`config.mk`:
```
export PLATFORM = sky130hd
export DESIGN_NAME = ae_program_sequencer
export DESIGN_NICKNAME = d
export VERILOG_FILES = /design/src/rtl/ae_program_sequencer.sv
export SDC_FILE = /design/constraint.sdc
export NUM_CORES = 1
export LEC_CHECK = 0
export CAP_MARGIN = 20
export CORE_ASPECT_RATIO = 0.8
export CORE_MARGIN = 2
export CORE_UTILIZATION = 39
export DETAILED_ROUTE_END_ITERATION = 7
export PLACE_DENSITY = 0.75
export SKIP_LAST_GASP = 1
export SLEW_MARGIN = 20
export SYNTH_ARGS = -nofsm -noshare
export SYNTH_HDL_FRONTEND = slang
export SYNTH_SLANG_ARGS = --single-unit
export TNS_END_PERCENT = 5
```
`constraint.sdc`:
```
create_clock -name clock -period 1.5 [get_ports clock]
set_input_delay 0.3 -clock clock [delete_from_list [all_inputs] [get_ports clock]]
set_output_delay 0.3 -clock clock [all_outputs]
set_load 0.05 [all_outputs]
```
`src/rtl/ae_program_sequencer.sv`:
```
// Program sequencer: walks the PC through instruction memory and drives one phase strobe per instruction.
// Optional single-step mode (PAUSE state, `step` input) is enabled by defining AE_SEQ_STEP_EN.
module ae_program_sequencer #(
  parameter int         PC_WIDTH    = 4,
  parameter int         INSTR_WIDTH = 16,
  parameter logic [3:0] HALT_OPCODE = 4'hF
) (
  input  logic                   clock,
  input  logic                   rst_n,
  input  logic                   start,
`ifdef AE_SEQ_STEP_EN
  input  logic                   step,
`endif
  input  logic [INSTR_WIDTH-1:0] instr_in,
  output logic [PC_WIDTH-1:0]    pc,
  output logic [INSTR_WIDTH-1:0] instr_q,
  output logic                   enable_sel_mem,
  output logic                   enable_ALU,
  output logic                   write_strobe,
  output logic                   busy,
  output logic                   done,
  output logic                   wrapped
);

  // state  | meaning
  // IDLE   | waiting for start after reset
  // FETCH  | pc stable, memory read in flight
  // DECODE | instr_in latched into instr_q; sector selectors load unless HALT
  // EXEC   | ALU enabled
  // WB     | memory write qualified; advance pc or finish on the last address
  // DONE   | program finished, waiting for a restart
  // PAUSE  | single-step hold between instructions (step mode only)
  localparam logic [2:0] S_IDLE   = 3'd0;
  localparam logic [2:0] S_FETCH  = 3'd1;
  localparam logic [2:0] S_DECODE = 3'd2;
  localparam logic [2:0] S_EXEC   = 3'd3;
  localparam logic [2:0] S_WB     = 3'd4;
  localparam logic [2:0] S_DONE   = 3'd5;
`ifdef AE_SEQ_STEP_EN
  localparam logic [2:0] S_PAUSE  = 3'd6;
`endif

  logic [2:0] state;
  logic       is_halt;
  logic       pc_last;

  assign is_halt = (instr_in[INSTR_WIDTH-1 -: 4] == HALT_OPCODE);
  assign pc_last = (pc == {PC_WIDTH{1'b1}});

  always_ff @(posedge clock or negedge rst_n) begin
    if (!rst_n) begin
      state   <= S_IDLE;
      pc      <= '0;
      instr_q <= '0;
      wrapped <= 1'b0;
    end else begin
      case (state)
        S_IDLE, S_DONE: begin
          if (start) begin
            state   <= S_FETCH;
            pc      <= '0;
            wrapped <= 1'b0;
          end
        end
        S_FETCH:  state <= S_DECODE;
        S_DECODE: begin
          instr_q <= instr_in;
          state   <= is_halt ? S_DONE : S_EXEC;
        end
        S_EXEC:   state <= S_WB;
        S_WB: begin
          if (pc_last) begin
            state   <= S_DONE;
            wrapped <= 1'b1;
          end else begin
            pc <= pc + 1'b1;
`ifdef AE_SEQ_STEP_EN
            state <= S_PAUSE;
`else
            state <= S_FETCH;
`endif
          end
        end
`ifdef AE_SEQ_STEP_EN
        S_PAUSE: if (step) state <= S_FETCH;
`endif
        default:  state <= S_IDLE;
      endcase
    end
  end

  // The load strobe must be suppressed for HALT, which is only known once the read data arrives in DECODE.
  assign enable_sel_mem = (state == S_DECODE) && !is_halt;
  assign enable_ALU     = (state == S_EXEC);
  assign write_strobe   = (state == S_WB);
  assign done           = (state == S_DONE);
`ifdef AE_SEQ_STEP_EN
  assign busy = (state == S_FETCH) || (state == S_DECODE) || (state == S_EXEC) ||
                (state == S_WB) || (state == S_PAUSE);
`else
  assign busy = (state == S_FETCH) || (state == S_DECODE) || (state == S_EXEC) ||
                (state == S_WB);
`endif

endmodule
```
# Yosys cells after proc, flatten, opt, wreduce, memory -nomap -nowiden
# Cells that the tools add are included.
dict set report word_totals {
  reg_bits 24
  in_bits 19
  output_inout_bits 26
  elab_cells 35
}
dict set report op_classes {
  addsub 1
  eq_ne 10
  muxes 10
  n_reduce_logical 10
}
# op n
set op_table {}
lappend op_table {{$pmux W3 S5} 1}
lappend op_table {{$mux W3} 3}
lappend op_table {{$eq A4 B4 Y1 const B} 2}
lappend op_table {{$mux W4} 2}
lappend op_table {{$pmux W4 S2} 1}
lappend op_table {{$eq A3 B2 Y1 const B} 2}
lappend op_table {{$eq A3 B3 Y1 const B} 2}
lappend op_table {{$reduce_and A3 Y1} 2}
lappend op_table {{$add A4 B1 Y4 const B} 1}
lappend op_table {{$ne A2 B2 Y1 const B} 2}
lappend op_table {{$eq A3 B1 Y1 const B} 1}
lappend op_table {{$logic_not A3 Y1} 1}
lappend op_table {{$logic_or A1 B1 Y1} 3}
lappend op_table {{$mux W1} 2}
lappend op_table {{$ne A2 B1 Y1 const B} 1}
lappend op_table {{$pmux W1 S2} 1}
lappend op_table {{$reduce_bool A2 Y1} 1}
lappend op_table {{$reduce_or A2 Y1} 1}
lappend op_table {{$logic_and A1 B1 Y1} 1}
lappend op_table {{$logic_not A1 Y1} 1}

# Longest topological paths before layout
dict set report depth {
  word_depth 4
  mapped_depth 6
  mapped_depth_nobuf 4
}

# Worst setup path after synthesis
# Ideal clock, no wire load.
dict set report synth_path {
  path_kind {register to output}
  startpoint {reg state[2]}
  endpoint {out enable_sel_mem}
  t_arrival_ps 1731
  required_ps 1200
  slack_ps -531
  stages_incl_launch_ff 7
  n_path_buf 3
  path_cell_list {dfrtp_1 -> buf_6 -> nor2b_4 -> nor2b_4 -> buf_6 -> buf_12 -> nor2b_1}
}
dict set report synth_between {
  elab_chain_len 2
}
# item line_no
set synth_rtl {}
lappend synth_rtl {{start: declaration} 43} ;# logic [2:0] state;
lappend synth_rtl {{start signal: assignment} 68} ;# state <= is_halt ? S_DONE : S_EXEC;
lappend synth_rtl {{$eq A3 B2 Y1} 93} ;# assign enable_sel_mem = (state == S_DECODE) && !is_halt;
lappend synth_rtl {{$logic_and A1 B1 Y1} 93}
lappend synth_rtl {{end: declaration} 17} ;# output logic enable_sel_mem,
# Every way passes these cells.

# Worst setup path after layout
# Ends and elaborated chain as after synthesis.

==> results.json <==
{
  "cp-start-kind": "flip-flop",
  "start_util_pct": 41.8,
  "grt_pass1_vias": 978,
  "cpMostUsedCell": "nor2b_4",
  "htree_levels": 1,
  "insertedDiodeCount": 0,
  "drv_cap": 0,
  "grt_start_max_net_pins": 25,
  "route.detailed.drc": 0,
  "arrival_ps": 1300,
  "ys_warn_count": 0,
  "total_power_mw": 5.63,
  "grt_use_total_pct": 18.8,
  "endpoint_kind": "output pin",
  "antenna_found_initial": 0,
  "hold_viol_final": 0,
  "syn_area_um2": 1170,
  "rows": 17,
  "slew_headroom_pct": 77.3,
  "post_drt_wl_per_cell_um": 15.4,
  "cts_tree": "done",
  "tightestPinTransition_ps": 336,
  "cp.required_ps": 1200,
  "crit_family": "simple AND/OR/NAND/NOR gates",
  "die_h_um": 53.1,
  "routed_wl_um": 2900,
  "final_nets": 171,
  "first_iter_violations": 24,
  "crit_start": "state[2]$_DFFE_PN0P_",
  "insertion_delay_ps": 260,
  "ys_ff_latch": 24,
  "skew_ps": 1.11,
  "outcome": "complete, but fails checks",
  "fmaxAchievable_mhz": 627,
  "finalCriticalPeriod_ps": 1600,
  "pin_count": 45,
  "p_leak_nw": 0.928,
  "postPlaceCellArea_um2": 1980,
  "yosys.cell_types.count": 32,
  "cp_max_fo": 3,
  "syn-num-nets": 110,
  "place.gp.congestion": 0.838,
  "viasPerCell": 5.11,
  "synthToLayoutAreaGrowth_pct": 78.3,
  "cts_sinks": 24,
  "layout-drive-gt1-share_pct": 50.0,
  "cts-root-buf": "clkbuf_8",
  "rr_startpoint": "state[2]$_DFFE_PN0P_",
  "final_max_slew_viol_count": 0,
  "vdd_drop_max_v": 0.00135,
  "holdWs_ps": 414,
  "rsz0062_at_grt": "true",
  "final_core_util_pct": 74.6,
  "die_area_um2": 3470,
  "syn_avg_cell_area_um2": 13.1,
  "grt_pass1_wl_um": 4800,
  "synthCells": 90,
  "max_stage_delay_ps": 440,
  "detail-route-antenna-nets": 0,
  "crit_type": "flip-flop to output pin",
  "placeableCoreArea_um2": 2810,
  "vias": 961,
  "setup_ws_ps": -96.2,
  "first_pass_iters": 4,
  "hpwlAfterDp_um": 2170,
  "setup_viol": 5,
  "cts-buffers-inserted": 3,
  "crit_buf_inv": 1,
  "fin_area_um2": 2090,
  "cpMaxStageDelayCell": "dfrtp_2",
  "power_per_cell_area_nw_per_um2": 2690,
  "holdCritPathClass": "input port to asynchronous set/reset pin",
  "die_x_um": 65.4,
  "numPortBuffers": 44,
  "cts_max_path_buffers": 2,
  "violations": "setup timing",
  "grt_overflow": 0,
  "synth.yosys.seq_area_share_pct": 51.1,
  "fin_crit_sh_pct": 106,
  "clkTransAtPathRegs_ps": 80,
  "path_cells": "nor2b_4 > nor2b_4 > nor2b_4 > buf_12"
}
-- cells in the mapped netlist --
cell       n  area, um^2
and4_1     1        8.76
a31oi_1    2        12.5
xnor2_1    1        8.76
nor3b_4    1        18.8
o21bai_1   1        7.51
nand2b_1   1        6.26
mux2_2     7        78.8
clkbuf_2   1        5.00
nor3b_1    1        7.51
or4_1      1        7.51
buf_6      3        33.8
ha_1       1        12.5
nor2_1     3        11.3
dfrtp_1   24         601
o211ai_1   2        15.0
and2_1     1        6.26
buf_12     1        20.0
or3_1      1        6.26
and3_1     1        6.26
nor2b_1    1        6.26
inv_1      3        11.3
nand3_1    4        20.0
or3b_2     1        8.76
o41ai_1    1        8.76
nor2b_4    2        27.5
o21ai_0    2        10.0
nand2_1    4        15.0
and3b_1    1        8.76
a21bo_2    1        10.0
mux2_4     9         135
and4b_1    1        10.0
a21oi_1    6        30.0
-- sequential cells by signal, indices dropped and copies added (netlist names) --
register and flops:
state 3, instr_q 16, pc 4, wrapped 1
-- metal layers --
metal	routed length [um]	global-route usage (%)	vias up
met3	246	4.89	4
met5	0	0	-
met1	1190	24.1	462
li1	-	-	440
met2	1420	30.8	55
met4	42	7.29	0
-- kinds of logic (layout without fill, tap and decap cells) --
group,Yosys count,after routing,synth area share [%]
AO/OA/AOI/OAI,15,15,7.99
flip-flops,24,24,51.1
XOR/XNOR,1,1,0.746
AND/OR/NAND/NOR,25,25,14.9
adder cells (fa/ha/maj),1,1,1.06
buffers and inverters,8,68,5.96
multiplexers,16,16,18.2
-- cell usage in the layout, fill, tap and decap left out, drive strengths merged --
cell / netlist / layout
a21bo: 1 / 1
a21oi: 6 / 6
a31oi: 2 / 2
and2: 1 / 1
and3: 1 / 1
and3b: 1 / 1
and4: 1 / 1
and4b: 1 / 1
buf: 4 / 43
clkbuf: 1 / 4
clkdlybuf4s50: 0 / 18
dfrtp: 24 / 24
ha: 1 / 1
inv: 3 / 3
mux2: 16 / 16
nand2: 4 / 4
nand2b: 1 / 1
nand3: 4 / 4
nor2: 3 / 3
nor2b: 3 / 3
nor3b: 2 / 2
o211ai: 2 / 2
o21ai: 2 / 2
o21bai: 1 / 1
o41ai: 1 / 1
or3: 1 / 1
or3b: 1 / 1
or4: 1 / 1
xnor2: 1 / 1
-- stage by stage --
stage	worst slack (ps)	TNS, ps	std cells
4_1_cts	-87.7	-327	188
3_3_place_gp	-98.5	-144	180
3_5_place_dp	-140	-227	180
6_report	-96.2	-319	188
5_1_grt	-147	-756	188
2_1_floorplan	-283	-688	90
-- area by class of cell --
cell class	instances	area, um^2
repair buffers	61	841
well taps	38	47.5
multi-input cells	58	537
clock buffers	4	55.1
flip-flops and latches	24	603
inverters	3	11.3
fillers	206	713
-- worst paths after layout --
| path | to | cells past startpoint | slack (ps) |
|---|---|---|---|
| setup / recovery | enable_sel_mem | 4 | -100 |
| hold reg to reg | instr_q[5]$_DFFE_PN0N_ | 1 | 580 |
| min in group clock | instr_q[5]$_DFFE_PN0N_ | 1 | 580 |
| setup reg to reg | instr_q[14]$_DFFE_PN0N_ | 5 | 20 |
| hold / removal | pc[0]$_DFFE_PN0P_ | 2 | 410 |
| max in group asynchronous | state[0]$_DFFE_PN0P_ | 2 | 830 |
-- worst reg2reg max path: stages (launching register included) --
cell and delay (ps):
dfrtp_2 440, nor2b_4 120, nor2b_4 170, buf_4 150
buf_4 180, mux2_4 320
-- timing repair --
action,in CTS,in global routing
setup endpoints to repair,5,12
resized for setup,7,0
hold buffers,0,0
buffers inserted,4,0
pin swaps,2,0
cloned,0,0
-- power breakdown --
group          leakage [nW]  total (mW)  internal [mW]  switching (mW)
clock network        0.0288       0.425          0.234           0.192
registers             0.292        1.29          0.949           0.337
logic                 0.607        3.92           2.06            1.86
(Power assumes the default switching activity.)
==> variant 1, RTL diff (same flow settings) <==
`INSTR_WIDTH`: 16 -> 32.
--- a/src/rtl/ae_program_sequencer.sv
+++ b/src/rtl/ae_program_sequencer.sv
@@ -2,7 +2,7 @@
 // Optional single-step mode (PAUSE state, `step` input) is enabled by defining AE_SEQ_STEP_EN.
 module ae_program_sequencer #(
   parameter int         PC_WIDTH    = 4,
-  parameter int         INSTR_WIDTH = 16,
+  parameter int         INSTR_WIDTH = 32,
   parameter logic [3:0] HALT_OPCODE = 4'hF
 ) (
   input  logic                   clock,
Ports: changed (resized instr_in and instr_q); port bits go from 45 to 77. The function was not compared with the original's and may differ.
==> variant 1 against the unedited design <==
- the flow still finishes with violations (negative setup slack)
- setup slack gained 0.0086 ns
- design area increased by 59%
- global-route usage is 1.1 points lower
- non-clock buffer count increased by 36
- combinational power up 63%
- area after synthesis up 60%
- wire length increased by 47%
- sequential cell count rose by 16
- total power grew 64%
- die area up 56%
- fmax is 0.54% higher
==> variant 1: results (changes against the unedited design) <==
stage,metric,value,unit,change
grt,grt_max_degree,41,,+64%
synth,ys.flop_type,dfrtp_1,,
clock_tree,clockBufferDepth,2,,unchanged
placed_design,io_buffer_count,76,,+73%
sta,skew,0.003866,ns,+0.002756 ns
clock_tree,h-tree-depth,2,,+1
synth,ys_warn_count,0,,unchanged
synth,synthArstFlopShare,100.0,%,unchanged
power_and_ir_drop,vdd_drop_max,1.990,mV,+47%
placed_design,detailed_place_hpwl,3.208,mm,+48%
critical_path,crit_fanout,4,,+1
clock_tree,postCtsSetupBuffers,5,,+1
drt,drtIter0Drc,63,,+160%
worst_hold_path,hold_class,in -> async,,
critical_path,critPathSlowestCell,dfrtp_2,,
synth,synthTopCellsByCount,"dfrtp_1 (40), mux2_4 (29), nand3_1 (7)",,
critical_path,crit_family,flip-flops,,
clock_tree,clock_latency,0.28,ns,+0.02 ns
sta,slew_headroom,66.47,%,-11 points
synth,syn-num-nets,160,,+45%
status,status,finished with violations,,
placed_design,gp_congestion,0.8755,,+4.5%
synth,syn_area_per_cell,15.18,um^2,+16%
drt,drt_pass1_iterations,4,,unchanged
synth,synthTopCellsByArea,"dfrtp_1 (53%), mux2_4 (23%), buf_12 (3.2%), nand3_1 (1.9%), buf_6 (1.8%)",,
placed_design,place_inst,270,,+50%
final_layout,nFillCells,317,,+54%
clock_tree,post_cts_resized,6,,-1
synth,synth_seq_area_share,53.19,%,+2.1 points
grt,antenna_found_initial,0,,unchanged
final_layout,drive_gt1_share,51.35,%,+1.4 points
power_and_ir_drop,p_leak,0.001486,uW,+60%
sta,setup_ws,-0.08757,ns,+0.008582 ns
synth,synth_cell_type_count,30,,-6.3%
placed_design,pre_cts_slack,-0.07513,ns,+0.06497 ns
grt,grt_pass1_wl,7.169,mm,+50%
drt,wire_per_inst,15.10,um,-2.0%
status,violations,negative setup slack,,
final_layout,nets,258,,+51%
clock_tree,cts_buffers,5,,+2
sta,setup_viol,5,,unchanged
grt,grt_use_total,17.72,%,-1.1 points
drt,wl,4.259,mm,+47%
grt,grt_pass1_vias,1397,,+43%
final_layout,reg_top3,"instr_q: 32 flops, pc: 4 flops, state: 3 flops",,
drt,vias,1342,,+40%
sta,finalSetupTns,-0.3841,ns,-0.06521 ns
variant 1: logic make-up after synthesis:
group,share of synthesized area (%)
buffers and inverters,5.585
muxes,24.93
DFF,53.19
AOI/OAI and AO/OA,6.715
xor gates and xnor gates,0.4655
and+or+nand+nor,8.445
adders and majority gates,0.6648
variant 1: power by group:
part / internal [uW] / switching, uW / leakage, uW
logic: 3430 / 2950 / 0.000963
clock network: 316 / 336 / 0.0000410
registers: 1610 / 582 / 0.000482
total: 5350 / 3870 / 0.00149
variant 1: metal layers:
layer | GRT usage [%] | routed length [um] | up-vias
li1 | - | - | 638
met1 | 23.38 | 1864 | 643
met2 | 29.20 | 2052 | 56
met3 | 4.098 | 304 | 5
met4 | 5.000 | 37 | 0
met5 | 0 | 0 | -
variant 1: through the flow:
stage	cell area [um^2]	power [uW]	utilization [%]
final	3336	9217	72.13
after global routing	3336	9627	72.13
after CTS	3332	9291	72.05
after detailed placement	3204	8483	69.29
after global placement	3204	8402	69.29
after floorplan	1889	5571	-
variant 1: final timing paths:
check / end / from / slack (ns) / depth (start not counted)
setup / recovery: done / state[1]$_DFFE_PN0P_ / -0.09 / 3
hold / removal: instr_q[26]$_DFFE_PN0N_ / rst_n / 0.07 / 2
setup reg to reg: instr_q[1]$_DFFE_PN0N_ / state[2]$_DFFE_PN0P_ / 0.01 / 5
hold reg to reg: wrapped$_DFFE_PN0P_ / wrapped$_DFFE_PN0P_ / 0.56 / 1
max in group asynchronous: state[0]$_DFFE_PN0P_ / rst_n / 1.06 / 2
min in group clock: wrapped$_DFFE_PN0P_ / wrapped$_DFFE_PN0P_ / 0.56 / 1
variant 1: final cells by class:
class	instances	area share, %
inverter	3	0.3376
multi-input combinational	75	23.78
clock buffer	6	2.176
sequential	40	30.08
clock inverter	1	0.1500
timing repair buffer	97	41.22
tap	60	2.251
==> variant 2, RTL diff (config.mk and constraints unchanged) <==
Made on the original files. Add an input register stage for `start` and `instr_in`, without a reset; this delays them by one clock.
--- a/src/rtl/ae_program_sequencer.sv
+++ b/src/rtl/ae_program_sequencer.sv
@@ -36,6 +36,14 @@
   localparam logic [2:0] S_EXEC   = 3'd3;
   localparam logic [2:0] S_WB     = 3'd4;
   localparam logic [2:0] S_DONE   = 3'd5;
+
+  logic start_q;
+  logic [INSTR_WIDTH-1:0] instr_r;
+
+  always_ff @(posedge clock) begin
+    start_q <= start;
+    instr_r <= instr_in;
+  end
 `ifdef AE_SEQ_STEP_EN
   localparam logic [2:0] S_PAUSE  = 3'd6;
 `endif
@@ -44,7 +52,7 @@
   logic       is_halt;
   logic       pc_last;
 
-  assign is_halt = (instr_in[INSTR_WIDTH-1 -: 4] == HALT_OPCODE);
+  assign is_halt = (instr_r[INSTR_WIDTH-1 -: 4] == HALT_OPCODE);
   assign pc_last = (pc == {PC_WIDTH{1'b1}});
 
   always_ff @(posedge clock or negedge rst_n) begin
@@ -56,7 +64,7 @@
     end else begin
       case (state)
         S_IDLE, S_DONE: begin
-          if (start) begin
+          if (start_q) begin
             state   <= S_FETCH;
             pc      <= '0;
             wrapped <= 1'b0;
@@ -64,7 +72,7 @@
         end
         S_FETCH:  state <= S_DECODE;
         S_DECODE: begin
-          instr_q <= instr_in;
+          instr_q <= instr_r;
           state   <= is_halt ? S_DONE : S_EXEC;
         end
         S_EXEC:   state <= S_WB;
Check against the original RTL: not equivalent (Yosys sat finds a counterexample within 4 cycles, from zero or initial values and one cycle with rst_n low).
==> variant 2 against the unedited design <==
- wire length grew 6.1%
- sequential share of layout area grew 9.8 points
- design area grew 17%
- clock power grew 71%
- the run still ends with negative setup slack left
- sequential cell count grew 17
- register-to-register slack lost 0.02 ns
- sequential power grew 43%
- total power grew 14%
- area after synthesis grew 28%
- clock skew grew 0.0038 ns
- die area grew 26%
- critical endpoint unchanged
- setup slack gained 0.019 ns
==> variant 2: results (changes against the unedited design) <==
stage,metric,value,unit,change
final_layout,buffers,57,,-6.6%
placed_design,gp_congestion,0.8015,,-4.4%
placed_design,placed_cell_area,2273,um^2,+15%
clock_tree,cts_buffers,5,,+2
final_layout,nFillCells,276,,+34%
sta,skew,0.004943,ns,+0.003833 ns
clock_tree,postCtsSetupBuffers,5,,+1
clock_tree,h-tree-depth,2,,+1
clock_tree,clock_latency,0.29,ns,+0.03 ns
synth,synth_mux_area_share,14.19,%,-4.0 points
power_and_ir_drop,swShare,40.25,%,-2.2 points
synth,synthArstFlopShare,58.54,%,-41 points
status,status,finished with violations,,
grt,grt_use_total,15.73,%,-3.1 points
final_layout,nets,186,,+8.8%
drt,drtIter0Drc,38,,+58%
synth,synthTopCellsByCount,"dfrtp_1 (24), dfxtp_1 (17), mux2_4 (9)",,
synth,synthTopCellsByArea,"dfrtp_1 (40%), dfxtp_1 (23%), mux2_4 (9.0%), mux2_2 (5.2%), a21oi_1 (1.7%)",,
sta,finalSetupTns,-0.3329,ns,-0.01405 ns
sta,setup_viol,6,,+1
sta,setup_ws,-0.07728,ns,+0.01887 ns
status,violations,negative setup slack,,
final_layout,drive_gt1_share,46.11,%,-3.9 points
synth,ys_ff_latch,41,,+71%
drt,wire_per_inst,14.57,um,-5.5%
drt,viasPerCell,4.924,,-3.7%
final_layout,fin_util,65.40,%,-9.2 points
## variant 2: cell types whose count changed after synthesis, moves of 2 or more
cell,delta
nand2b_1,+2
nor2b_4,-2
dfxtp_1,+17
o21ai_1,+2
## variant 2: path summary, 6_finish.rpt
path / from / to / slack (ns) / depth (start not counted)
max: state[1]$_DFFE_PN0P_ / enable_sel_mem / -0.08 / 4
min: rst_n / pc[3]$_DFFE_PN0P_ / 0.37 / 2
max reg2reg: state[0]$_DFFE_PN0P_ / pc[0]$_DFFE_PN0P_ / 0 / 4
min reg2reg: instr_r[9]$_DFF_P_ / instr_q[9]$_DFFE_PN0N_ / 0.46 / 1
max in group asynchronous: rst_n / state[2]$_DFFE_PN0P_ / 0.86 / 2
min in group clock: instr_in[4] / instr_r[4]$_DFF_P_ / 0.45 / 1
## variant 2: per-layer routing
layer  global-route usage, %  vias up  part of all wire, %
li1                        -      488                    -
met1                   18.80      497                   43
met2                   24.74       50                   46
met3                   8.333        4                  9.5
met4                   4.675        0                  1.2
met5                       0        -                    0
